==> config.mk <==
export PLATFORM = sky130hd
export DESIGN_NAME = mano_ac_ctrl_flat
export DESIGN_NICKNAME = d
export VERILOG_FILES = /design/src/rtl/mano_ctrl_pkg.sv /design/src/rtl/mano_ac_ctrl_if.sv /design/src/rtl/mano_rr_decode.sv /design/src/rtl/mano_ac_ctrl.sv /design/src/flat_wrapper.sv
export SDC_FILE = /design/constraint.sdc
export NUM_CORES = 1
export LEC_CHECK = 0
export ABC_AREA = 1
export BUFFER_PORTS_ARGS = -buffer_cell sky130_fd_sc_hd__buf_2
export CORE_MARGIN = 2
export CORE_UTILIZATION = 50
export DETAILED_ROUTE_END_ITERATION = 6
export PLACE_DENSITY = 0.79
export SLEW_MARGIN = 20
export SYNTH_ARGS = -nofsm -noshare
export SYNTH_HDL_FRONTEND = slang
export SYNTH_SLANG_ARGS = --single-unit
==> constraint.sdc <==
create_clock -name CLK -period 2.06 [get_ports CLK]
set_input_delay 0.515 -clock CLK [delete_from_list [all_inputs] [get_ports CLK]]
set_output_delay 0.515 -clock CLK [all_outputs]
set_load 0.02 [all_outputs]
==> src/rtl/mano_ctrl_pkg.sv <==
// Shared types and encodings for the basic-computer AC/E instruction sequencer.
package mano_ctrl_pkg;

  localparam int W = 16;

  typedef enum logic [2:0] {
    IDLE,
    DECODE,
    INDIR,
    READ,
    EXEC,
    HALT,
    RRSEQ
  } state_t;

  localparam logic [2:0] OP_AND = 3'b000;
  localparam logic [2:0] OP_ADD = 3'b001;
  localparam logic [2:0] OP_LDA = 3'b010;
  localparam logic [2:0] OP_RR  = 3'b111;

  localparam int RR_CLA = 11;
  localparam int RR_CLE = 10;
  localparam int RR_CMA = 9;
  localparam int RR_CME = 8;
  localparam int RR_CIR = 7;
  localparam int RR_CIL = 6;
  localparam int RR_INC = 5;
  localparam int RR_SPA = 4;
  localparam int RR_SNA = 3;
  localparam int RR_SZA = 2;
  localparam int RR_SZE = 1;
  localparam int RR_HLT = 0;

  localparam logic [2:0] ALU_AND = 3'd0;
  localparam logic [2:0] ALU_ADD = 3'd1;
  localparam logic [2:0] ALU_DR  = 3'd2;
  localparam logic [2:0] ALU_CMA = 3'd3;
  localparam logic [2:0] ALU_SHR = 3'd4;
  localparam logic [2:0] ALU_SHL = 3'd5;

  typedef struct packed {
    logic       mem_rd;
    logic       ar_ld;
    logic       dr_ld;
    logic       ac_ld;
    logic       ac_inr;
    logic       ac_clr;
    logic [2:0] alu_sel;
    logic       e_ld;
    logic       e_clr;
    logic       e_cmp;
  } strobe_t;

  function automatic logic is_mem_ref(input logic [2:0] op);
    return (op == OP_AND) || (op == OP_ADD) || (op == OP_LDA);
  endfunction

endpackage

==> src/rtl/mano_ac_ctrl_if.sv <==
// Instruction handshake and AC/E/memory control bus of the AC sequencer.
interface mano_ac_ctrl_if #(
  parameter int W = 16
);

  logic         instr_valid;
  logic         instr_ready;
  logic [W-1:0] ir;
  logic         ac_zero;
  logic         ac_sign;
  logic         e_in;
  logic         mem_rd;
  logic         ar_ld;
  logic         dr_ld;
  logic         ac_ld;
  logic         ac_inr;
  logic         ac_clr;
  logic [2:0]   alu_sel;
  logic         e_ld;
  logic         e_clr;
  logic         e_cmp;
  logic         skip;
  logic         done;
  logic         unsup;
  logic         halted;

  modport master (
    output instr_valid, ir, ac_zero, ac_sign, e_in,
    input  instr_ready, mem_rd, ar_ld, dr_ld, ac_ld, ac_inr, ac_clr,
           alu_sel, e_ld, e_clr, e_cmp, skip, done, unsup, halted
  );

  modport slave (
    input  instr_valid, ir, ac_zero, ac_sign, e_in,
    output instr_ready, mem_rd, ar_ld, dr_ld, ac_ld, ac_inr, ac_clr,
           alu_sel, e_ld, e_clr, e_cmp, skip, done, unsup, halted
  );

endinterface

==> src/rtl/mano_rr_decode.sv <==
// Register-reference decode: picks the highest set bit of rr_bits and produces
// its strobes, its skip condition and the remaining (unexecuted) bits.
module mano_rr_decode
  import mano_ctrl_pkg::*;
(
  input  logic [11:0] rr_bits,
  input  logic        ac_sign,
  input  logic        ac_zero,
  input  logic        e_in,
  output strobe_t     strobe,
  output logic        skip_cond,
  output logic        hlt,
  output logic [11:0] rr_rest
);

  logic [3:0] sel_idx;
  logic       any;

  // Upward scan so the last hit, i.e. the highest set bit, wins.
  always_comb begin
    sel_idx = '0;
    any     = 1'b0;
    for (int i = 0; i < 12; i++) begin
      if (rr_bits[i]) begin
        sel_idx = 4'(i);
        any     = 1'b1;
      end
    end
  end

  always_comb begin
    strobe    = '0;
    skip_cond = 1'b0;
    hlt       = 1'b0;
    rr_rest   = rr_bits;
    if (any) begin
      rr_rest[sel_idx] = 1'b0;
      case (sel_idx)
        4'(RR_CLA): strobe.ac_clr = 1'b1;
        4'(RR_CLE): strobe.e_clr  = 1'b1;
        4'(RR_CMA): begin
          strobe.ac_ld   = 1'b1;
          strobe.alu_sel = ALU_CMA;
        end
        4'(RR_CME): strobe.e_cmp  = 1'b1;
        4'(RR_CIR): begin
          strobe.ac_ld   = 1'b1;
          strobe.e_ld    = 1'b1;
          strobe.alu_sel = ALU_SHR;
        end
        4'(RR_CIL): begin
          strobe.ac_ld   = 1'b1;
          strobe.e_ld    = 1'b1;
          strobe.alu_sel = ALU_SHL;
        end
        4'(RR_INC): strobe.ac_inr = 1'b1;
        4'(RR_SPA): skip_cond = !ac_sign;
        4'(RR_SNA): skip_cond = ac_sign;
        4'(RR_SZA): skip_cond = ac_zero;
        4'(RR_SZE): skip_cond = !e_in;
        4'(RR_HLT): hlt = 1'b1;
        default: ;
      endcase
    end
  end

endmodule

==> src/rtl/mano_ac_ctrl.sv <==
// Basic-computer AC/E instruction sequencer (indirect, read, execute steps).
// Define MULTI_RR_EN to execute every set register-reference bit, one per cycle.
module mano_ac_ctrl
  import mano_ctrl_pkg::*;
#(
  parameter int W = 16
) (
  input  logic          CLK,
  input  logic          CLR_N,
  mano_ac_ctrl_if.slave bus
);

  state_t       state, state_nx;
  logic [W-1:0] ir_q;
  logic         halted_q, halted_nx;
  logic         accept;
  logic         rr_step;
  logic         ready, done, unsup, skip;
  strobe_t      str, rr_str;
  logic         rr_skip, rr_hlt;
  logic [11:0]  rr_bits, rr_rest;
  logic [2:0]   op;
  logic         ind;

`ifdef MULTI_RR_EN
  logic [11:0] rr_rem, rr_rem_nx;
  logic        skip_acc, skip_acc_nx;

  assign rr_bits = (state == DECODE) ? ir_q[11:0] : rr_rem;
`else
  assign rr_bits = ir_q[11:0];
`endif

  assign op     = ir_q[14:12];
  assign ind    = ir_q[15];
  assign accept = (state == IDLE) && !halted_q && bus.instr_valid;

  mano_rr_decode u_rr_decode (
    .rr_bits   (rr_bits),
    .ac_sign   (bus.ac_sign),
    .ac_zero   (bus.ac_zero),
    .e_in      (bus.e_in),
    .strobe    (rr_str),
    .skip_cond (rr_skip),
    .hlt       (rr_hlt),
    .rr_rest   (rr_rest)
  );

  always_ff @(posedge CLK or negedge CLR_N) begin
    if (!CLR_N) begin
      state    <= IDLE;
      ir_q     <= '0;
      halted_q <= 1'b0;
`ifdef MULTI_RR_EN
      rr_rem   <= '0;
      skip_acc <= 1'b0;
`endif
    end else begin
      state    <= state_nx;
      halted_q <= halted_nx;
      if (accept) begin
        ir_q <= bus.ir;
      end
`ifdef MULTI_RR_EN
      rr_rem   <= rr_rem_nx;
      skip_acc <= skip_acc_nx;
`endif
    end
  end

  // Strobes are decoded from the current state only, so an asserted CLR_N
  // silences them in the same instant the state register clears.
  always_comb begin
    state_nx  = state;
    halted_nx = halted_q;
    str       = '0;
    ready     = 1'b0;
    done      = 1'b0;
    unsup     = 1'b0;
    skip      = 1'b0;
    rr_step   = 1'b0;
`ifdef MULTI_RR_EN
    rr_rem_nx   = rr_rem;
    skip_acc_nx = skip_acc;
`endif
    case (state)
      IDLE: begin
        ready = !halted_q;
        if (accept) begin
          state_nx = DECODE;
        end
      end
      DECODE: begin
        if (!ind && (op == OP_RR)) begin
          rr_step = 1'b1;
        end else if (is_mem_ref(op)) begin
          state_nx = ind ? INDIR : READ;
        end else begin
          done     = 1'b1;
          unsup    = 1'b1;
          state_nx = IDLE;
        end
      end
      RRSEQ: rr_step = 1'b1;
      INDIR: begin
        str.mem_rd = 1'b1;
        str.ar_ld  = 1'b1;
        state_nx   = READ;
      end
      READ: begin
        str.mem_rd = 1'b1;
        str.dr_ld  = 1'b1;
        state_nx   = EXEC;
      end
      EXEC: begin
        str.ac_ld = 1'b1;
        done      = 1'b1;
        state_nx  = IDLE;
        case (op)
          OP_ADD: begin
            str.e_ld    = 1'b1;
            str.alu_sel = ALU_ADD;
          end
          OP_LDA:  str.alu_sel = ALU_DR;
          default: str.alu_sel = ALU_AND;
        endcase
      end
      HALT: ;
      default: state_nx = IDLE;
    endcase

    if (rr_step) begin
      str = rr_str;
`ifdef MULTI_RR_EN
      if (rr_rest != '0) begin
        rr_rem_nx   = rr_rest;
        skip_acc_nx = skip_acc | rr_skip;
        state_nx    = RRSEQ;
      end else begin
        done        = 1'b1;
        skip        = skip_acc | rr_skip;
        skip_acc_nx = 1'b0;
        halted_nx   = halted_q | rr_hlt;
        state_nx    = rr_hlt ? HALT : IDLE;
      end
`else
      done      = 1'b1;
      skip      = rr_skip;
      halted_nx = halted_q | rr_hlt;
      state_nx  = rr_hlt ? HALT : IDLE;
`endif
    end
  end

  assign bus.instr_ready = ready;
  assign bus.mem_rd      = str.mem_rd;
  assign bus.ar_ld       = str.ar_ld;
  assign bus.dr_ld       = str.dr_ld;
  assign bus.ac_ld       = str.ac_ld;
  assign bus.ac_inr      = str.ac_inr;
  assign bus.ac_clr      = str.ac_clr;
  assign bus.alu_sel     = str.alu_sel;
  assign bus.e_ld        = str.e_ld;
  assign bus.e_clr       = str.e_clr;
  assign bus.e_cmp       = str.e_cmp;
  assign bus.skip        = skip;
  assign bus.done        = done;
  assign bus.unsup       = unsup;
  assign bus.halted      = halted_q;

endmodule

==> src/flat_wrapper.sv <==
// flat-port wrapper written by rule: the top's interface ports become plain ports
module mano_ac_ctrl_flat import mano_ctrl_pkg::*;
#(
  parameter int W = 16
)
  (CLK, CLR_N, bus_instr_valid, bus_ir, bus_ac_zero, bus_ac_sign, bus_e_in, bus_instr_ready, bus_mem_rd, bus_ar_ld, bus_dr_ld, bus_ac_ld, bus_ac_inr, bus_ac_clr, bus_alu_sel, bus_e_ld, bus_e_clr, bus_e_cmp, bus_skip, bus_done, bus_unsup, bus_halted);
  mano_ac_ctrl_if #(.W(W)) bus_i ();
  input  logic CLK;
  input  logic CLR_N;
  input wire logic [$bits(bus_i.instr_valid)-1:0] bus_instr_valid;
  input wire logic [$bits(bus_i.ir)-1:0] bus_ir;
  input wire logic [$bits(bus_i.ac_zero)-1:0] bus_ac_zero;
  input wire logic [$bits(bus_i.ac_sign)-1:0] bus_ac_sign;
  input wire logic [$bits(bus_i.e_in)-1:0] bus_e_in;
  output wire logic [$bits(bus_i.instr_ready)-1:0] bus_instr_ready;
  output wire logic [$bits(bus_i.mem_rd)-1:0] bus_mem_rd;
  output wire logic [$bits(bus_i.ar_ld)-1:0] bus_ar_ld;
  output wire logic [$bits(bus_i.dr_ld)-1:0] bus_dr_ld;
  output wire logic [$bits(bus_i.ac_ld)-1:0] bus_ac_ld;
  output wire logic [$bits(bus_i.ac_inr)-1:0] bus_ac_inr;
  output wire logic [$bits(bus_i.ac_clr)-1:0] bus_ac_clr;
  output wire logic [$bits(bus_i.alu_sel)-1:0] bus_alu_sel;
  output wire logic [$bits(bus_i.e_ld)-1:0] bus_e_ld;
  output wire logic [$bits(bus_i.e_clr)-1:0] bus_e_clr;
  output wire logic [$bits(bus_i.e_cmp)-1:0] bus_e_cmp;
  output wire logic [$bits(bus_i.skip)-1:0] bus_skip;
  output wire logic [$bits(bus_i.done)-1:0] bus_done;
  output wire logic [$bits(bus_i.unsup)-1:0] bus_unsup;
  output wire logic [$bits(bus_i.halted)-1:0] bus_halted;
  assign bus_i.instr_valid = bus_instr_valid;
  assign bus_i.ir = bus_ir;
  assign bus_i.ac_zero = bus_ac_zero;
  assign bus_i.ac_sign = bus_ac_sign;
  assign bus_i.e_in = bus_e_in;
  assign bus_instr_ready = bus_i.instr_ready;
  assign bus_mem_rd = bus_i.mem_rd;
  assign bus_ar_ld = bus_i.ar_ld;
  assign bus_dr_ld = bus_i.dr_ld;
  assign bus_ac_ld = bus_i.ac_ld;
  assign bus_ac_inr = bus_i.ac_inr;
  assign bus_ac_clr = bus_i.ac_clr;
  assign bus_alu_sel = bus_i.alu_sel;
  assign bus_e_ld = bus_i.e_ld;
  assign bus_e_clr = bus_i.e_clr;
  assign bus_e_cmp = bus_i.e_cmp;
  assign bus_skip = bus_i.skip;
  assign bus_done = bus_i.done;
  assign bus_unsup = bus_i.unsup;
  assign bus_halted = bus_i.halted;
  mano_ac_ctrl #(.W(W)) u_core (.CLK(CLK), .CLR_N(CLR_N), .bus(bus_i));
endmodule
# After elaboration in Yosys (flattened, before gate mapping)
# Index checks and enable logic that the tools add are counted.
# totals
register_bits,20
output_inout_bits,17
elab_cells,103
# op_classes
eq_ne,23
mux,59
bitwise,1
n_reduce_logical,17
# ops
op,n
$mux 4,11
$mux 1,35
$eq 4x3->1 const B,4
$eq 4x4->1 const B,4
$mux 3,5
$pmux 3 s5,1
$eq 3x3->1 const B,4
$mux 12,1
$eq 3x2->1 const B,3
$mux 9,1
$pmux 3 s3,1
$eq 4x2->1 const B,2
$eq 3x1->1 const B,2
$logic_not 3->1,2
$reduce_or 2->1,3
$eq 4x1->1 const B,1
$logic_not 1->1,4
$logic_not 4->1,1
$pmux 1 s2,2
$pmux 1 s4,1
$pmux 2 s2,1
$logic_and 1x1->1,3
$ne 3x1->1 const B,1
$ne 3x2->1 const B,1
5 further kinds,6

# Depth between registers and ports, before layout
# logic_depth
word_depth,16
mapped_depth,15

# Hierarchy
# From an unflattened synthesis, not the netlist that was laid out.
# hier_totals
cells_unflattened,230
hier_area_um2,1495.2
# by_module_without_submodules
module,n_inst,cells_per_inst,area_each_um2,seq_area_each_um2
mano_ac_ctrl,1,141,1077.3,500.5
mano_rr_decode,1,89,417.9,0.0

# Least setup slack after synthesis
# No wires, ideal clock.
# synth_timing
path_type,register to output
from,register u_core.state[1]
to,output port bus_e_clr
arrival_time_ps,1464
required_ps,1545
path_slack_ps,81
path_stages_with_launch,5
cell_sequence,dfrtp_1 > inv_1 > o31ai_4 > nand2_1 > nor3_1
# synth_via
elab_chain_len,3
word_cells_on_any_way,4
# synth_lines
item,line,source
"start, declared",mano_ac_ctrl.sv:13,"state_t state, state_nx;"
"start signal, assigned",mano_ac_ctrl.sv:59,state <= state_nx;
$eq 3x3->1 / $eq 3x1->1 (equally long branches),mano_ac_ctrl.sv:86,case (state)
$pmux 1 s2 *,mano_ac_ctrl.sv:86,
$mux 12 *,mano_ac_ctrl.sv:132,if (rr_step) begin
"end, declared",flat_wrapper.sv:24,output wire logic [$bits(bus_i.e_clr)-1:0] bus_e_clr;
# Mark *: on every way between the ends. The rest lies on a longest branch, timed or not.

# Final worst setup path
# layout_timing
from,register u_core.ir_q[2]
to,output port bus_alu_sel[0]
# layout_via
elab_chain_len,14
word_cells_on_any_way,26
# layout_lines
item,line,source
"start, declared",mano_ac_ctrl.sv:14,logic [W-1:0] ir_q;
"start signal, assigned",mano_ac_ctrl.sv:62,ir_q <= bus.ir;
$mux 4 (10 in series),mano_rr_decode.sv:24,if (rr_bits[i]) begin
$eq 4x3->1 / $eq 4x4->1 (equally long branches),mano_rr_decode.sv:38,case (sel_idx)
$pmux 3 s3,mano_rr_decode.sv:38,
$mux 9 *,mano_rr_decode.sv:36,if (any) begin
$mux 12 *,mano_ac_ctrl.sv:132,
"end, declared",flat_wrapper.sv:22,output wire logic [$bits(bus_i.alu_sel)-1:0] bus_alu_sel;
# Marked as above.

==> run summary <==
For this configuration, the core starts out at a cell density of 54.0%. The tools report the final hold violation count as 0. The highest metal layer carrying signal wires in the routed design is met4.

At the end of the flow, the number of nets in the layout was 255. Clock-pin slew was measured on the worst setup and hold paths at 0.12 ns. The tools report the number of hold buffers added after CTS as 0. The origin of the worst setup path is u_core.ir_q[2]. TritonCTS built the clock tree. The worst setup path is captured at an output pin. The final reports fail on setup timing.

The routed layout has 1299 vias. The final count of pins violating max slew came out at 0. For the detailed-routed wire length on met3, the log shows 128 um. The layout-stage area growth over the synthesis result came out at 39.9%. The first global-routing pass estimated 5.04 mm of wire.

The data arrival time of the worst path came out at 1.84 ns. Entering global routing, the biggest net connects 30 pins. The mean instance size in the synthesized netlist is 7.02 um^2.

Port buffering added 38 buffers. The total power of the final layout is 2680 uW, and the met2 routed wirelength is 1.73 mm. Setup violations remaining at the end of the flow were counted as 11.

The most critical setup path has its endpoint at bus_alu_sel[0]. The logs give 0.30 ns for the clock network latency to the later pin of the worst-skew pair and 0 for the remaining global-route overflow. Startpoint type of the worst setup path: a flip-flop. The floorplan step defined a die boundary enclosing 2870 um^2. In the final layout, flip-flops and latches occupy 504 um^2.

The number of sinks on the clock net is 20, and the number of warnings reported in the yosys synthesis log is 0. Along the worst path, the maximum fanout reaches 5. After detailed routing, the wire length on met1 is 1.32 mm.

Counting flops and latches in the post-synthesis netlist gives 20. Setup repair after global routing could not meet its margin everywhere. In this run the power density over the cells is 1560 nW/um^2. The filler cells instantiated in the layout total 166. The initial antenna violation count is 0, and the total negative setup slack is -2.10 ns.

The root buffer cell chosen for the clock tree is clkbuf_4. The critical path class is reg -> out. Synthesis produced 175 cells. From left edge to right edge, the die measures 53.6 um.

The design area came out at 1720 um^2. For the placed standard-cell area, the log shows 1460 um^2. In this run the worst hold path is classified as in -> async. In this run the critical register-to-register path is launched from u_core.state[2]. For the maximum count of clock buffers along a single path, the log shows 2. Counting distinct cell types in the post-synthesis netlist gives 19. The post-synthesis instance area was 1230 um^2; the net count after synthesis was 197. The tools report the final worst setup slack as -0.290 ns.

The repair_antennas step left the layout with diodes totalling 0. Clock skew on the completed layout was measured at 0.00478 ns. For the area of the placeable core, the log shows 2280 um^2. The vertical die dimension works out to 53.6 um.

The logs give 0.792 for the final weighted congestion of routability-driven global placement and 24.1% for the total routing resource utilization after global routing. The run gives 0 as the count of max-cap constraint violations. Number of H-tree branching levels: 1. The average via count per standard cell works out to 5.00.

The tools report the HPWL after detailed placement as 2.20 mm. The count of nets left with antenna violations once routing finished came out at 0. The total clock buffers created by CTS was 3; the maximum achievable frequency was 425 MHz.

The pre-antenna-repair detailed-routing pass consisted of 4 iterations. The worst register-to-register path ends at u_core.ir_q[8]. The clock period minus worst slack came out at 2.35 ns.

Counting cells, the worst reg-to-reg path comes to 8. At the pin with the least slew margin, the transition time is 0.462 ns. After detailed routing, the average wire length per cell comes to 12.3 um. The critical path required time is 1.54 ns, and the number of primary I/O pins is 39. The top cell types in the final layout, fill and taps aside, are nand2_1 (52), buf_2 (26), buf_4 (25).

The final critical path takes up 114% of the cycle. The tools report the area used by multi-input combinational logic as 649 um^2. In this run the register-to-register setup slack is 0.41 ns. The library cell used most frequently in the layout, excluding fill and tap cells, is nand2_1. Summed over all cells, the static leakage comes to 0.000950 uW.

The run gives 17 as the row count. The run finished, with violations left. Summing the sequential cell areas from Yosys gives 40.7% of the chip area.

For this run, design rule violations remaining after detail routing come to 0. The tools report the via count of the first global-routing pass as 1227. VDD sags by at most 971 uV. The share of post-route cells with drive strength above 1 was 44.0%; the relative slew slack was 69.2%. After detailed routing, the total wire length is 3.20 mm.

Count of routing violations after the opening detailed-route iteration: 26. Hold timing on the final database bottoms out at a slack of 0.142 ns.
==> power by group <==
group | switching (uW) | total (uW) | internal (uW)
clock | 124 | 232 | 108
combinational | 1040 | 1730 | 691
sequential | 140 | 720 | 580
total | 1300 | 2680 | 1380
==> stage by stage <==
stage | instances | util (%) | setup WS (ns)
finish | 260 | 75.5 | -0.290
global route | 260 | 75.5 | -0.418
CTS | 255 | 71.0 | -0.233
detailed placement | 243 | 64.3 | -0.0537
global placement | 243 | 64.3 | 0.0606
floorplan | 175 | - | 0.0809
==> cell type report <==
type,count,area share (%)
multi-input combinational,120,37.8
sequential,20,29.3
timing repair buffer,56,21.8
inverter,32,6.99
clock buffer,4,2.11
tap,28,2.04
==> logic make-up (layout without fill, tap and decap cells) <==
logic type             after synthesis  count (layout)  share of synthesized area [%]
DFF                                 20              20                           40.7
AOI/OAI and AO/OA                   18              18                           9.57
buffers and inverters               35              92                           12.0
and+or+nand+nor                    102             102                           37.7
==> cells in the mapped netlist <==
| library cell | instances | area share [%] |
|---|---|---|
| nand3_2 | 1 | 0.81 |
| a21oi_4 | 1 | 1.3 |
| nor3_1 | 6 | 2.4 |
| nor2_1 | 8 | 2.4 |
| nand2_1 | 60 | 18 |
| inv_1 | 25 | 7.6 |
| nand4_1 | 4 | 2.0 |
| nand3_1 | 12 | 4.9 |
| buf_6 | 2 | 1.8 |
| buf_2 | 1 | 0.41 |
| inv_2 | 7 | 2.1 |
| o31ai_4 | 1 | 1.7 |
| dfrtp_1 | 20 | 41 |
| nor3_2 | 1 | 0.81 |
| nor2_2 | 4 | 2.0 |
| nand2_2 | 5 | 2.5 |
| o21ai_0 | 9 | 3.7 |
| o21ai_1 | 7 | 2.9 |
| nor3_4 | 1 | 1.3 |
==> sequential cells by signal, indices dropped and copies added (netlist names) <==
| name | cells |
|---|---|
| u_core.ir_q | 16 |
| u_core.state | 3 |
| u_core.bus.halted | 1 |
==> what timing repair did <==
item / CTS / global route
gates resized for setup: 21 / 24
hold endpoints to repair: 0 / 0
buffers inserted: 8 / 6
setup endpoints to repair: 11 / 13
pin swaps: 9 / 13
==> layer usage <==
metal | GRT usage [%] | vias to the layer above
met5 | 0 | -
met4 | 7.69 | 0
met3 | 1.67 | 2
met2 | 45.3 | 40
met1 | 29.1 | 599
li1 | - | 658
==> worst max-delay path, stage by stage, from the launching register on <==
cell     delay, ns
dfrtp_1       0.40
inv_2         0.07
nand2_1       0.07
nand2_2       0.07
nand3_2       0.09
a21oi_4       0.20
inv_2         0.10
buf_4         0.14
nand4_1       0.09
nand2_1       0.05
nand2_1       0.05
nand2_1       0.05
buf_4         0.15
==> how the worst min path moves through the flow <==
stage	end	slack, ns	cells past startpoint
after CTS	u_core.ir_q[12]	0.16	1
after global placement	u_core.ir_q[5]	0.48	1
after detailed placement	u_core.ir_q[0]	0.48	2
after global routing	u_core.ir_q[8]	0.17	1
after floorplan	u_core.bus.halted	0.22	0
final	u_core.ir_q[5]	0.14	1
Note: power is estimated with default switching activity, not from simulation.
